===== config.mk =====
export PLATFORM = sky130hd
export DESIGN_NAME = ram_bist_ctrl
export DESIGN_NICKNAME = d
export VERILOG_FILES = /design/src/rtl/ram_bist_pkg.sv /design/src/rtl/ram_bist_checker.sv /design/src/rtl/ram_bist_ctrl.sv
export SDC_FILE = /design/constraint.sdc
export NUM_CORES = 1
export LEC_CHECK = 0
export ABC_AREA = 1
export BUFFER_PORTS_ARGS = -buffer_cell sky130_fd_sc_hd__buf_4
export CAP_MARGIN = 30
export CORE_MARGIN = 3
export CORE_UTILIZATION = 55
export CTS_CLUSTER_DIAMETER = 30
export DETAILED_ROUTE_END_ITERATION = 16
export PLACE_DENSITY_LB_ADDON = 0.15
export RECOVER_POWER = 50
export SETUP_SLACK_MARGIN = 0.1
export SLEW_MARGIN = 20
export SYNTH_ARGS = -nofsm -noshare
export SYNTH_HDL_FRONTEND = slang
export SYNTH_SLANG_ARGS = --single-unit

===== constraint.sdc =====
create_clock -name clk_i -period 2.2 [get_ports clk_i]
set_input_delay 0.44 -clock clk_i [delete_from_list [all_inputs] [get_ports clk_i]]
set_output_delay 0.44 -clock clk_i [all_outputs]
set_load 0.02 [all_outputs]

===== src/rtl/ram_bist_pkg.sv =====
// Shared definitions for the RAM self-test controller: state encodings and the fill pattern.
package ram_bist_pkg;

  typedef logic [2:0] state_t;

  localparam state_t S_IDLE      = 3'd0;
  localparam state_t S_WR_SETUP  = 3'd1;
  localparam state_t S_WR_STROBE = 3'd2;
  localparam state_t S_RD_SETUP  = 3'd3;
  localparam state_t S_RD_CMP    = 3'd4;
  localparam state_t S_DONE      = 3'd5;

  // Callers truncate the result to the word width, giving (2*a) mod 2**WORD_SIZE.
  function automatic logic [31:0] pat(input logic [31:0] a);
    return a << 1;
  endfunction

endpackage


===== src/rtl/ram_bist_checker.sv =====
// Readback comparator: counts mismatching locations (saturating) and captures the first one.
module ram_bist_checker
  import ram_bist_pkg::*;
#(
  parameter int unsigned ADDR_SIZE = 10,
  parameter int unsigned WORD_SIZE = 8
) (
  input  logic                 clk_i,
  input  logic                 reset_i,
  input  logic                 clear_i,
  input  logic                 en_i,
  input  logic [ADDR_SIZE-1:0] addr_i,
  input  logic [WORD_SIZE-1:0] data_i,
  output logic [ADDR_SIZE:0]   fail_count_o,
  output logic [ADDR_SIZE-1:0] first_fail_addr_o,
  output logic                 zero_d_o
);

  logic [ADDR_SIZE:0]   fail_count_q, fail_count_d;
  logic [ADDR_SIZE-1:0] first_fail_q, first_fail_d;
  logic                 mismatch;

  assign mismatch = data_i != WORD_SIZE'(pat(32'(addr_i)));

  always_comb begin
    fail_count_d = fail_count_q;
    first_fail_d = first_fail_q;
    if (clear_i) begin
      fail_count_d = '0;
      first_fail_d = '0;
    end else if (en_i && mismatch) begin
      if (!(&fail_count_q)) begin
        fail_count_d = fail_count_q + 1'b1;
      end
      if (fail_count_q == '0) begin
        first_fail_d = addr_i;
      end
    end
  end

  always_ff @(posedge clk_i) begin
    if (reset_i) begin
      fail_count_q <= '0;
      first_fail_q <= '0;
    end else begin
      fail_count_q <= fail_count_d;
      first_fail_q <= first_fail_d;
    end
  end

  assign fail_count_o      = fail_count_q;
  assign first_fail_addr_o = first_fail_q;
  // Lets the top register pass on the same edge as the final comparison.
  assign zero_d_o          = fail_count_d == '0;

endmodule


===== src/rtl/ram_bist_ctrl.sv =====
// Memory self-test sequencer: writes pat(a) to every location, reads each back and compares.
module ram_bist_ctrl
  import ram_bist_pkg::*;
#(
  parameter int unsigned ADDR_SIZE = 10,
  parameter int unsigned WORD_SIZE = 8,
  parameter int unsigned MEM_SIZE  = 1024
) (
  input  logic                 clk_i,
  input  logic                 reset_i,
  input  logic                 start_i,
  output logic [ADDR_SIZE-1:0] address_o,
  output logic [WORD_SIZE-1:0] data_in_o,
  output logic                 cs_o,
  output logic                 write_o,
  output logic                 read_o,
  input  logic [WORD_SIZE-1:0] data_out_i,
  output logic                 busy_o,
  output logic                 done_o,
  output logic                 pass_o,
  output logic [ADDR_SIZE:0]   fail_count_o,
  output logic [ADDR_SIZE-1:0] first_fail_addr_o
);

  localparam logic [ADDR_SIZE-1:0] LastAddr = ADDR_SIZE'(MEM_SIZE - 1);

  state_t               state_q, state_d;
  logic [ADDR_SIZE-1:0] addr_q, addr_d;
  logic                 last_addr, start_ok, zero_d;

  logic [ADDR_SIZE-1:0] address_q, address_d;
  logic [WORD_SIZE-1:0] data_in_q, data_in_d;
  logic                 cs_q, cs_d, write_q, write_d, read_q, read_d;
  logic                 busy_q, busy_d, done_q, done_d, pass_q, pass_d;

  assign last_addr = addr_q == LastAddr;
  assign start_ok  = start_i && ((state_q == S_IDLE) || (state_q == S_DONE));

  always_ff @(posedge clk_i) begin
    if (reset_i) begin
      state_q <= S_IDLE;
      addr_q  <= '0;
    end else begin
      state_q <= state_d;
      addr_q  <= addr_d;
    end
  end

  always_comb begin
    state_d = state_q;
    addr_d  = addr_q;
    case (state_q)
      S_IDLE, S_DONE: begin
        if (start_i) begin
          state_d = S_WR_SETUP;
          addr_d  = '0;
        end
      end
      S_WR_SETUP: state_d = S_WR_STROBE;
      S_WR_STROBE: begin
        if (last_addr) begin
          state_d = S_RD_SETUP;
          addr_d  = '0;
        end else begin
          state_d = S_WR_SETUP;
          addr_d  = addr_q + 1'b1;
        end
      end
      S_RD_SETUP: state_d = S_RD_CMP;
      S_RD_CMP: begin
        if (last_addr) begin
          state_d = S_DONE;
          addr_d  = '0;
        end else begin
          state_d = S_RD_SETUP;
          addr_d  = addr_q + 1'b1;
        end
      end
      default: begin
        state_d = S_IDLE;
        addr_d  = '0;
      end
    endcase
  end

  // Outputs are decoded from the next state so every RAM-side pin comes straight from a flop.
  always_comb begin
    address_d = '0;
    data_in_d = '0;
    cs_d      = 1'b0;
    write_d   = 1'b0;
    read_d    = 1'b0;
    busy_d    = 1'b0;
    done_d    = 1'b0;
    case (state_d)
      S_WR_SETUP, S_WR_STROBE: begin
        address_d = addr_d;
        data_in_d = WORD_SIZE'(pat(32'(addr_d)));
        cs_d      = 1'b1;
        write_d   = state_d == S_WR_STROBE;
        busy_d    = 1'b1;
      end
      S_RD_SETUP, S_RD_CMP: begin
        address_d = addr_d;
        cs_d      = 1'b1;
        read_d    = 1'b1;
        busy_d    = 1'b1;
      end
      S_DONE:  done_d = 1'b1;
      default: ;
    endcase
    pass_d = done_d && zero_d;
  end

  always_ff @(posedge clk_i) begin
    if (reset_i) begin
      address_q <= '0;
      data_in_q <= '0;
      cs_q      <= 1'b0;
      write_q   <= 1'b0;
      read_q    <= 1'b0;
      busy_q    <= 1'b0;
      done_q    <= 1'b0;
      pass_q    <= 1'b0;
    end else begin
      address_q <= address_d;
      data_in_q <= data_in_d;
      cs_q      <= cs_d;
      write_q   <= write_d;
      read_q    <= read_d;
      busy_q    <= busy_d;
      done_q    <= done_d;
      pass_q    <= pass_d;
    end
  end

  ram_bist_checker #(
    .ADDR_SIZE(ADDR_SIZE),
    .WORD_SIZE(WORD_SIZE)
  ) u_checker (
    .clk_i            (clk_i),
    .reset_i          (reset_i),
    .clear_i          (start_ok),
    .en_i             (state_q == S_RD_CMP),
    .addr_i           (addr_q),
    .data_i           (data_out_i),
    .fail_count_o     (fail_count_o),
    .first_fail_addr_o(first_fail_addr_o),
    .zero_d_o         (zero_d)
  );

  assign address_o = address_q;
  assign data_in_o = data_in_q;
  assign cs_o      = cs_q;
  assign write_o   = write_q;
  assign read_o    = read_q;
  assign busy_o    = busy_q;
  assign done_o    = done_q;
  assign pass_o    = pass_q;

endmodule


==> impl_metrics.json, run 1 <==
{
  "status": "complete, no violations",
  "post-place-ws_ps": 260,
  "layout_min_cycle_time_ps": 1930,
  "cts_setup_buffers": 0,
  "r2r_cells": 13,
  "timing.rr.start": "u_checker.fail_count_o[1]",
  "regToRegSetupSlack_ps": 270,
  "rsz0062_at_grt": "true",
  "dp.cells": 532,
  "fp.dieArea_mm2": 0.00601,
  "postCtsHoldBufs": 0,
  "critPathLaunch": "u_checker.fail_count_o[1]",
  "cts-resized-gates": 0,
  "first_global_vias": 2461,
  "crit_type": "flip-flop to flip-flop",
  "ir_worst_vdd_mv": 0.503,
  "setup_viol": 0,
  "synth_top_area_share": 0.399,
  "htreeDepth": 2,
  "grt_pass1_wl_mm": 11.3,
  "io_pins": 56,
  "coreArea_mm2": 0.00482,
  "fin_ws_ps": 267,
  "synth_ff_type": "dfxtp_1",
  "grtUsageTotal": 0.228,
  "wirelength_mm": 6.59,
  "slew_headroom": 0.627,
  "drc": 0,
  "async_flop_share": 0,
  "hold_viol_final": 0,
  "arrival_ps": 2190,
  "fin_cells": 540,
  "die_w_um": 77.5,
  "fin_tns_setup_ps": 0,
  "cts.sink_count": 56,
  "clk_latency_ps": 320,
  "start_kind": "flip-flop",
  "netlist-cell-type-count": 34,
  "max_slew.worst_pin.slew_ps": 558,
  "ys_warn_count": 0,
  "rows": 25,
  "cts_inserted_buffers": 5,
  "power_density_mw_per_mm2": 610,
  "finish.utilization": 0.665,
  "ys_ff_latch": 56,
  "netlist_instances": 417,
  "routabilityCongestion": 0.958,
  "cp-end-kind": "flip-flop",
  "antenna_cells": 0,
  "crit_path_max_fanout": 9,
  "seq_area_frac_synth": 0.399,
  "clockBufferDepth": 2,
  "synth.top_cells.by_area": "dfxtp_1 (40%), nand2_1 (13%), inv_1 (8.3%)",
  "fin_skew_ps": 8.46,
  "postSynthAreaPerCell_um2": 6.75,
  "synth.cell_area_mm2": 0.00281,
  "timing.rr.end": "pass_o",
  "die_h_um": 77.5,
  "post-route-period-util": 0.879,
  "grt_start_max_net_pins": 21,
  "portBuffers": 54,
  "wire_per_inst_um": 12.2,
  "floorplan.initialDensity": 0.584,
  "synth_edf_count": 0,
  "dp_hpwl_mm": 4.91,
  "report.final.slew_viol_count": 0,
  "min_path_type": "primary input to flip-flop",
  "p_leak_nw": 1.46,
  "synthToLayoutAreaGrowth_pct": 13.9,
  "whs_path_depth": 2,
  "synth_top_area_cell": "dfxtp_1",
  "hold_ws_ps": 390,
  "drive_gt1_frac": 0.121,
  "maxCapViolCount": 0,
  "drtPass1Iterations": 4,
  "antenna_found_initial": 0,
  "vias": 2682,
  "grt_overflow_total": 0,
  "first_iter_violations": 211,
  "fin_nets": 486,
  "cp.required_ps": 2460,
  "ant_nets": 0,
  "cts_tree": "built",
  "root_buffer": "clkbuf_8",
  "synth_nets": 431,
  "cp-endpoint": "pass_o",
  "routed_via_density": 4.97,
  "clk_pin_slew_ps": 110,
  "timing.fmax_mhz": 517
}
## metrics by stage
stage	instance area [um2]	total power, mW
finish	3200	1.95
global route	3200	2.05
CTS	3370	1.98
detailed placement	3270	1.38
global placement	3270	1.38
floorplan	2810	1.30
## report_power, final
| part | internal (mW) | switching (mW) | total, mW |
|---|---|---|---|
| Clock | 0.241 | 0.371 | 0.612 |
| Combinational | 0.0915 | 0.195 | 0.287 |
| Sequential | 1.04 | 0.0200 | 1.06 |
## sequential cells by signal, indices dropped and copies added, names as in the netlist
register                     flops
u_checker.fail_count_o          11
addr_q                          10
address_o                       10
u_checker.first_fail_addr_o     10
data_in_o                        7
state_q                          3
busy_o                           1
done_o                           1
pass_o                           1
read_o                           1
write_o                          1
## cell usage in the layout, fill, tap and decap left out, types with 12 or more instances in the layout
cell,n
clkbuf_1,43
inv_1,63
nand3_1,31
nand2_1,97
nor2_1,47
a21oi_1,28
nand2_2,12
dfxtp_1,55
o21ai_0,28
buf_4,15
## logic make-up (layout without fill, tap and decap cells)
family	Yosys count	after routing	share of synthesized area
AO/OA/AOI/OAI	62	62	0.117
XOR/XNOR	4	4	0.0125
adder cells (fa/ha/maj)	3	3	0.0133
buffers and inverters	80	136	0.116
flip-flops	56	56	0.399
other	1	1	0.00133
AND/OR/NAND/NOR	211	211	0.342
## area by class of cell
type / instances / area (um2)
fillers: 485 / 1610
multi-input cells: 281 / 1360
flip-flops and latches: 56 / 1120
repair buffers: 58 / 274
inverters: 70 / 263
well taps: 67 / 83.8
clock buffers: 5 / 68.8
clock inverters: 3 / 28.8
## routing by layer
metal  share of wire  global-route usage  vias to the layer above
met1            0.48               0.309                     1157
li1                -                   -                     1414
met2            0.43               0.369                       98
met5               0                   0                        -
met4           0.016              0.0658                        0
met3           0.072              0.0464                       13
## worst min path at each step
stage                                   start                             end  slack, ps
4_1_cts                               reset_i                       addr_q[7]        390
3_3_place_gp   u_checker.first_fail_addr_o[6]  u_checker.first_fail_addr_o[6]        430
3_5_place_dp   u_checker.first_fail_addr_o[3]  u_checker.first_fail_addr_o[3]        440
2_1_floorplan                       addr_q[7]                       addr_q[7]        490
6_report                              reset_i       u_checker.fail_count_o[0]        390
5_1_grt                               reset_i                       addr_q[7]        400
## cells in the mapped netlist, types with 2 or more instances
library cell / instances
nand2_1: 98
inv_1: 62
o21ai_0: 28
nor2_1: 47
buf_6: 2
nand3_1: 31
nor2_2: 5
nand4_1: 5
nand2_2: 11
inv_2: 7
ha_1: 3
o21ai_2: 2
buf_4: 2
nor2_4: 2
xor2_1: 4
dfxtp_1: 56
clkbuf_1: 4
nor3_1: 4
or2_2: 2
a21oi_1: 28
## critical path: stages (launching register included)
cell and delay, ps:
dfxtp_1 410, ha_1 240, nand2_1 130, nor2_4 150
nand2_2 110, nor2_8 150, nand2_1 60, o21ai_0 90
nand2_1 110, nand2_1 100, nor2_1 50, nor2_2 90
nand3_1 70, nor2_1 100
No activity file was read; power rests on OpenSTA's default activity.
==> run 2: changes to the inputs <==
Settings changed: CORE_UTILIZATION 55 to 59.
Clock period 2.2 ns to 2.43 ns, I/O delays scaled along.
==> run 2 against run 1 <==
Net effect:
- final cell count is 3.3% lower
- setup slack gained 33 ps
- power fell by 9.7%
- die area fell by 6.3%
- global-route usage rose by 2.8 points
- sequential power is 9.8% lower
- final area shrank 1.0%
- wire length is 4.2% higher
- sequential cell count did not move
- non-clock buffer count down 3
- register-to-register slack better by 30 ps
- via count rose by 3.0%
- largest power group unchanged
==> impl_metrics.json, run 2 (synthesis results as in run 1) <==
{
  "postCtsHoldBufs": 0,
  "drc": 0,
  "ir_worst_vdd_mv": 0.483,
  "first_iter_violations": 231,
  "max_stage_delay_ps": 470,
  "post-route-period-util": 0.877,
  "min_path_type": "primary input to flip-flop",
  "grt_start_max_net_pins": 21,
  "rows": 24,
  "final_cell_mix": "nand2_1 (99), inv_1 (63), dfxtp_1 (56)",
  "fin_skew_ps": 4.70,
  "fin_nets": 483,
  "portBuffers": 54,
  "regToRegSetupSlack_ps": 300,
  "dp_hpwl_mm": 5.12,
  "rsz0062_at_grt": "false",
  "use_met2": 0.431,
  "timing.fmax_mhz": 469,
  "clockBufferDepth": 2,
  "drtPass1Iterations": 4,
  "timing.critical_path.cells": "ha_1 > nand2_1 > nor2_1 > nand2_1 > inv_1 > nand4_2 > nand2_1 > nand2_1 > o21ai_4 > nand2b_4 > nor2_1",
  "fin_cells": 522,
  "grtUsageMet1": 0.330,
  "ant_nets": 0,
  "fp.dieArea_mm2": 0.00563,
  "cp_top_family": "simple AND/OR/NAND/NOR gates",
  "synthToLayoutAreaGrowth_pct": 12.7,
  "wire_per_inst_um": 13.1,
  "start_kind": "flip-flop",
  "placed_area_mm2": 0.00323,
  "layout_min_cycle_time_ps": 2130,
  "arrival_ps": 2360,
  "cp_common_cell": "nand2_1",
  "cts.sink_count": 56,
  "cts_tree": "built",
  "slew_headroom": 0.612,
  "busiest_layer": "met2",
  "wirelength_mm": 6.86,
  "die_h_um": 75.0,
  "crit_type": "flip-flop to flip-flop",
  "clk_latency_ps": 320,
  "cts_inserted_buffers": 5,
  "first_global_vias": 2550,
  "grtUsageTotal": 0.256,
  "max_slew.worst_pin.slew_ps": 582,
  "routabilityCongestion": 0.934,
  "cp-end-kind": "flip-flop",
  "setup_viol": 0,
  "drive_gt1_frac": 0.109,
  "cp.required_ps": 2660,
  "coreArea_mm2": 0.00447,
  "stdcell_area_mm2": 0.00317,
  "grt_pass1_wl_mm": 11.4,
  "power_density_mw_per_mm2": 556,
  "report.final.slew_viol_count": 0,
  "root_buffer": "clkbuf_8",
  "io_pins": 56,
  "critPathBufInv": 1,
  "fin_tns_setup_ps": 0,
  "maxCapViolCount": 0,
  "grt_overflow_total": 0,
  "dp.cells": 514,
  "mostFrequentLayoutCell": "nand2_1",
  "antenna_found_initial": 0,
  "met3_usage": 0.0374,
  "die_w_um": 75.0,
  "clk_pin_slew_ps": 110,
  "crit_path_max_fanout": 12,
  "routed_via_density": 5.29,
  "htreeDepth": 2,
  "hold_viol_final": 0,
  "antenna_cells": 0,
  "finish.utilization": 0.709,
  "p_leak_nw": 1.46,
  "slowest_stage": "dfxtp_1",
  "floorplan.initialDensity": 0.629,
  "largest_reg_flops": 11,
  "vias": 2763,
  "status": "complete, no violations"
}
-- run 2: changes by cell type in the layout (fill, tap and decap cells not counted), sizes merged --
cell	before	now
inv	72	70
buf	15	11
clkbuf	48	49
clkinv	1	3
-- run 2: power by group --
group,internal [mW],switching (mW),total (mW)
registers,0.937,0.0188,0.956
logic,0.0769,0.178,0.255
clock network,0.218,0.335,0.553
-- run 2: timing repair --
| item | in CTS | in global routing |
|---|---|---|
| buffers inserted | 0 | 0 |
| endpoints found under the setup margin | 0 | 7 |
| gates resized for setup | 0 | 1 |
-- run 2: area by class of cell --
class | count | area [um2]
Timing Repair Buffer | 55 | 248
Sequential cell | 56 | 1120
Clock buffer | 5 | 68.8
Fill cell | 424 | 1300
Multi-Input combinational cell | 281 | 1370
Tap cell | 52 | 65.1
Inverter | 70 | 263
Clock inverter | 3 | 33.8
-- run 2: worst paths after layout --
path                                    endpoint  cells past startpoint                            from
hold / removal         u_checker.fail_count_o[7]                      2                         reset_i
setup reg to reg                    data_in_o[4]                     11                       addr_q[0]
setup / recovery                    data_in_o[4]                     11                       addr_q[0]
hold reg to reg   u_checker.first_fail_addr_o[9]                      2  u_checker.first_fail_addr_o[9]
-- run 2: stage by stage --
stage                     power (mW)  worst slack [ps]  hold WS (ps)
final                           1.76               300           429
after global routing            1.83              80.9           446
after CTS                       1.77               234           429
after detailed placement        1.24               267           441
after global placement          1.23               311           435
after floorplan                 1.17               576           486
-- run 2: per-layer routing --
metal,vias up,share of wire
met3,18,0.056
met5,-,0
met1,1255,0.46
met4,0,0.023
met2,90,0.47
li1,1400,-
